File: config.mk
export PLATFORM = sky130hd
export DESIGN_NAME = mem_arbiter
export DESIGN_NICKNAME = d
export VERILOG_FILES = /design/src/rtl/mem_arb_pkg.sv /design/src/rtl/arb_rr_pick.sv /design/src/rtl/mem_arbiter.sv
export SDC_FILE = /design/constraint.sdc
export NUM_CORES = 1
export LEC_CHECK = 0
export ABC_CLOCK_PERIOD_IN_PS = 2150
export BUFFER_PORTS_ARGS = -buffer_cell sky130_fd_sc_hd__buf_2
export CAP_MARGIN = 20
export CORE_MARGIN = 4
export CORE_UTILIZATION = 36
export CTS_BUF_LIST = sky130_fd_sc_hd__clkbuf_4
export DETAILED_ROUTE_END_ITERATION = 16
export GPL_ROUTABILITY_DRIVEN = 0
export PLACE_DENSITY = 0.9
export REMOVE_ABC_BUFFERS = 1
export SLEW_MARGIN = 20
export SYNTH_ARGS = -nofsm -noshare
export SYNTH_HDL_FRONTEND = slang
export SYNTH_SLANG_ARGS = --single-unit
File: constraint.sdc
create_clock -name clk -period 2.15 [get_ports clk]
set_input_delay 0.5375 -clock clk [delete_from_list [all_inputs] [get_ports clk]]
set_output_delay 0.5375 -clock clk [all_outputs]
set_load 0.02 [all_outputs]
File: src/rtl/mem_arb_pkg.sv
// Shared types and limits for the unified-memory arbiter and its helpers.
package mem_arb_pkg;

  typedef enum logic {IDLE, WAIT} arb_state_t;
  typedef enum logic {REQ_F, REQ_D} requester_t;

  localparam int MAX_MEM_LATENCY = 3;

endpackage

File: src/rtl/arb_rr_pick.sv
// Two-way round-robin pick: a lone requester wins, on contention the one
// that did not win last time wins. Purely combinational.
module arb_rr_pick
  import mem_arb_pkg::*;
(
  input  logic       [1:0] req,        // bit 0 = REQ_F, bit 1 = REQ_D
  input  requester_t       last_grant,
  output logic       [1:0] gnt
);

  always_comb begin
    gnt = req;
    if (req[0] && req[1]) begin
      gnt = (last_grant == REQ_F) ? 2'b10 : 2'b01;
    end
  end

endmodule

File: src/rtl/mem_arbiter.sv
// Shares one single-ported memory between instruction fetch and data
// load/store; one access in flight, read data routed back to its owner.
module mem_arbiter
  import mem_arb_pkg::*;
#(
  parameter int DATA_BITS   = 8,
  parameter int ADDR_BITS   = 7,
  parameter int MEM_LATENCY = 1
) (
  input  logic                 clk,
  input  logic                 reset,
  input  logic                 f_req,
  input  logic [ADDR_BITS-1:0] f_addr,
  output logic                 f_gnt,
  output logic                 f_rvalid,
  output logic [DATA_BITS-1:0] f_rdata,
  input  logic                 d_req,
  input  logic                 d_we,
  input  logic [ADDR_BITS-1:0] d_addr,
  input  logic [DATA_BITS-1:0] d_wdata,
  output logic                 d_gnt,
  output logic                 d_rvalid,
  output logic [DATA_BITS-1:0] d_rdata,
  output logic                 mem_en,
  output logic                 mem_we,
  output logic [ADDR_BITS-1:0] mem_addr,
  output logic [DATA_BITS-1:0] mem_wdata,
  input  logic [DATA_BITS-1:0] mem_rdata
);

  if (MEM_LATENCY < 1 || MEM_LATENCY > MAX_MEM_LATENCY) begin : g_bad_latency
    $error("mem_arbiter: MEM_LATENCY must be in 1..%0d", MAX_MEM_LATENCY);
  end

  localparam logic [1:0] LAT_INIT = 2'(MEM_LATENCY - 1);

  arb_state_t state_reg;
  requester_t owner_reg;
  requester_t last_grant_reg;
  logic [1:0] lat_cnt_reg;

  logic [1:0] pick;
  logic       issue_ok;
  logic       rvalid_now;

  arb_rr_pick u_pick (
    .req       ({d_req, f_req}),
    .last_grant(last_grant_reg),
    .gnt       (pick)
  );

  // Reset low masks every strobe in the same cycle, not just the next one.
  assign issue_ok   = reset && (state_reg == IDLE);
  assign rvalid_now = reset && (state_reg == WAIT) && (lat_cnt_reg == 2'd0);

  assign f_gnt     = issue_ok && pick[0];
  assign d_gnt     = issue_ok && pick[1];
  assign mem_en    = f_gnt || d_gnt;
  assign mem_we    = d_gnt && d_we;
  assign mem_addr  = d_gnt ? d_addr : f_addr;
  assign mem_wdata = d_wdata;

  assign f_rvalid = rvalid_now && (owner_reg == REQ_F);
  assign d_rvalid = rvalid_now && (owner_reg == REQ_D);
  assign f_rdata  = mem_rdata;
  assign d_rdata  = mem_rdata;

  always_ff @(posedge clk) begin
    if (!reset) begin
      state_reg      <= IDLE;
      owner_reg      <= REQ_F;
      last_grant_reg <= REQ_D;
      lat_cnt_reg    <= 2'd0;
    end else begin
      case (state_reg)
        IDLE: begin
          if (mem_en) begin
            last_grant_reg <= d_gnt ? REQ_D : REQ_F;
            // Writes complete in the grant cycle, so only reads occupy the port.
            if (!mem_we) begin
              owner_reg   <= d_gnt ? REQ_D : REQ_F;
              lat_cnt_reg <= LAT_INIT;
              state_reg   <= WAIT;
            end
          end
        end
        WAIT: begin
          if (lat_cnt_reg == 2'd0) begin
            state_reg <= IDLE;
          end else begin
            lat_cnt_reg <= lat_cnt_reg - 2'd1;
          end
        end
      endcase
    end
  end

endmodule

### Yosys cells after proc, flatten, opt, wreduce, memory -nomap -nowiden

Index checks and enable logic that the tools add are counted.
W data, S select, Z words.

* register bits: 5
* input port bits: 35
* output and inout port bits: 37
* word-level logic and storage cells: 37

* $add $sub $neg: 1
* equal/unequal tests: 3
* mux-type cells: 12
* bitwise logic cells: 3
* reductions and logical operators: 14

Operator list (count)
* $mux W2: 5
* $logic_and A1 B1 Y1: 9
* $mux W7: 1
* $ne A2 B2 Y1 const B: 3
* $reduce_and A3 Y1: 2
* $mux W1: 4
* $pmux W2 S2: 1
* $not A1 Y1: 3
* $logic_not A2 Y1: 1
* $pmux W1 S2: 1
* $reduce_and A2 Y1: 1
* $sub A2 B1 Y2 const B: 1
* $logic_or A1 B1 Y1: 1

### Depth between registers and ports, before layout

* word-level depth: 7
* depth in mapped cells: 5
* mapped depth without buffers: 5

### By module

Synthesis repeated with hierarchy kept, for this count alone.

* cell total of the unflattened synthesis: 71
* area total of the unflattened synthesis: 570.5 µm²

Modules (own cells, without submodules)
* mem_arbiter: instances 1, cells an instance 68, area an instance 551.8 µm², sequential area each 100.1 µm²
* arb_rr_pick: instances 1, cells an instance 3, area an instance 18.8 µm², sequential area each 0.0 µm²

### Worst setup path after synthesis

No wires, ideal clock.

* path type: input to output
* from: in d_req
* to: out mem_addr[0]
* arrival: 1.226 ns
* data required time: 1.612 ns
* path slack: 0.386 ns
* cell stages on the path: 3
* path buffers: 0
* path through: nor2b_4 -> nand3_4 -> mux2_4

* word-level cells in the longest chain between the ends: 4

RTL lines
* from (decl): RTL line mem_arbiter.sv:17 `input logic d_req,`
* $logic_and A1 B1 Y1: RTL line arb_rr_pick.sv:13 `if (req[0] && req[1]) begin`
* $mux W2 *: RTL line arb_rr_pick.sv:13
* $logic_and A1 B1 Y1 *: RTL line mem_arbiter.sv:57 `assign d_gnt = issue_ok && pick[1];`
* $mux W7 *: RTL line mem_arbiter.sv:60 `assign mem_addr = d_gnt ? d_addr : f_addr;`
* to (decl): RTL line mem_arbiter.sv:26 `output logic [ADDR_BITS-1:0] mem_addr,`

Mark *: on every way between the ends. The rest lies on a longest branch, timed or not.

### Worst setup path in the final report

* from: in d_req
* to: out mem_addr[2]

Same word-level chain as after synthesis.

==> metrics.txt <==
status=finished, final reports clean; number of global-route vias before repair=491; synth warn=0; Startpoint Class=input port; CORE AREA=0.00156 mm^2; share of layout cells above drive strength 1=56.3%; Final WS setup=0.101 ns; Setup TNS=0 ns; post-detail-place hpwl=1.36 mm; hold path cells=1; mux cell area share after synthesis=between 10% and 20%; Critical Path RT=~1.6 ns; wire per inst=roughly 17 um; maximum VDD drop=0.244 mV; Clock Root Buffer=clkbuf_4; Reg2Reg Depth=5; Top FF cell, synth=dfxtp_1; Post-Syn Instances=70; XOR/XNOR Fraction of Synth Area=0%; compound-gate portion of the synthesized area=around 12%; cts bufs inserted=3; GRT Util Overall=13.6%; dpl ws=roughly 0.082 ns; CTS clk-pin slew, worst paths=0.04 ns; ANT nets after route=0; drt total wl=1.63 mm; largest family of logic cells by synthesized area=buffers and inverters; IO buf count=31; Die Y=49.3 um; FP Rows=14; GRT overflow=0; initial drt markers=11; Hold Fails Final Rpt=0; post-route cell area=632 um^2; crit path DAT=~1.5 ns; vias per inst=5.41; die width=49.3 um; PostCTS Resize Cnt=0; H-Tree Depth=1; DP Area=about 600 um^2; Lkg Pwr=between 0.0003 and 0.0004 uW; Async SR Flop Fraction=0%; diode count=0; register area share after synthesis=16.3%; simple-gate area share of the yosys netlist=18.9%; initial antenna violation count=0; Clk Latency, worst-skew pair=0.24 ns; DR vias=519; Pins Over Slew Limit=0; crit path max fanout=9; Final min period=2.05 ns; Post-Synth Adder-Cell Area=about 2.0%; post-synth cell types=23; DIE AREA=between 0.002 and 0.0025 mm^2; drt drc=0; RSZ-0062 raised after global routing=false; Clock Path Buffers=2; Worst Hold Class=reg -> reg; first-pass GRT wire length=2.48 mm; CTS tree=yes; max FFs per register=2; P per Cell Area=532 mW/mm^2; largest net degree at the start of global routing=11; Synth Cell Area=about 610 um^2; EDFF count, synth=0; CP Capture Type=output pin; nets=117; Slew headroom=82.3%; Placed Cells=92; Area growth, synth to finish=2.85%; Yosys reg bits=5; clock skew=roughly 0.0027 ns; postcts setup bufs=0; max_cap viols=0; Final Non-Filler Cells=96; final worst-path cycle share=95.3%; Hold Buf Count CTS=0; critical path class=in -> out; I/O pin total=72; fmax=0.488 GHz; clk sinks=5; Initial Util=39.4%; Layout Utilization=40.5%; Slew @ Worst Pin=0.265 ns; Pre-antenna DRT Iters=4; synthesized area per cell=between 8 and 9 um^2; # setup viols final=0
## final cells by class
cell class	instances	area, um^2
inverter	5	18.8
multi-input combinational	35	308
tap	16	20.0
timing repair buffer	31	155
fill	159	927
clock buffer	4	30.0
sequential	5	100
## cell usage after synthesis, types with 2 or more instances
| master | count | share of area (%) |
|---|---|---|
| and3_1 | 2 | 2.0 |
| buf_4 | 25 | 31 |
| dfxtp_1 | 5 | 16 |
| inv_1 | 5 | 3.1 |
| mux2_4 | 7 | 17 |
| nand2_1 | 3 | 1.8 |
| nor2_1 | 4 | 2.4 |
| nor2b_1 | 2 | 2.0 |
| o21ai_0 | 3 | 2.4 |
## per-layer routing
| layer | GRT usage (%) | wire (um) | vias up |
|---|---|---|---|
| met5 | 0 | 0 | - |
| met4 | 5.69 | 8 | 0 |
| met3 | 13.5 | 400 | 2 |
| met2 | 16.3 | 554 | 62 |
| met1 | 15.6 | 667 | 218 |
| li1 | - | - | 237 |
## cell families (layout without fill, tap and decap cells)
kind of cell    after synthesis  after routing
simple gates                 18             18
flops                         5              5
buf+inv                      30             40
fa+ha+maj                     1              1
mux                           7              7
compound gates                9              9
## final timing paths
| path | from | slack [ns] | endpoint |
|---|---|---|---|
| worst min-delay path | lat_cnt_reg[0] | 0.46 | lat_cnt_reg[0] |
| worst max-delay path | d_req | 0.10 | mem_addr[2] |
| worst max register to register | lat_cnt_reg[0] | 0.99 | lat_cnt_reg[1] |
| worst min register to register | lat_cnt_reg[0] | 0.46 | lat_cnt_reg[0] |
## worst max-delay path, cell delays in order
cell and delay (ns):
buf_2 0.11, nor2b_4 0.20, nand3_4 0.18, mux2_4 0.33, buf_2 0.16
## cells in the final DEF, fill, tap and decap left out
master / count
nor2b_4: 1
nor3b_1: 1
a211o_1: 1
mux2_4: 7
o21ai_0: 3
a32o_1: 1
and3_1: 2
nand2b_1: 1
nand4_1: 1
nor2b_1: 2
and4_1: 1
a31oi_1: 1
clkbuf_4: 4
buf_2: 31
o211a_1: 1
a2111oi_2: 1
ha_1: 1
dfxtp_1: 5
nor2_1: 4
nor3_1: 1
inv_1: 5
o31a_1: 1
nand3_4: 1
nand2_1: 3
## power by group
| part | leakage [uW] | switching, uW | internal [uW] | total (uW) |
|---|---|---|---|---|
| combinational | 0.000287 | 59.4 | 53.1 | 112 |
| clock | 0.0000184 | 37.2 | 82.7 | 120 |
| sequential | 0.0000409 | 5.94 | 97.8 | 104 |
## through the flow
stage | hold slack, ns | total power (uW)
4_1_cts | 0.457 | 341
3_3_place_gp | 0.445 | 215
3_5_place_dp | 0.454 | 218
6_report | 0.465 | 336
2_1_floorplan | 0.431 | 176
5_1_grt | 0.470 | 354
Note: power is estimated with default switching activity, not from simulation.
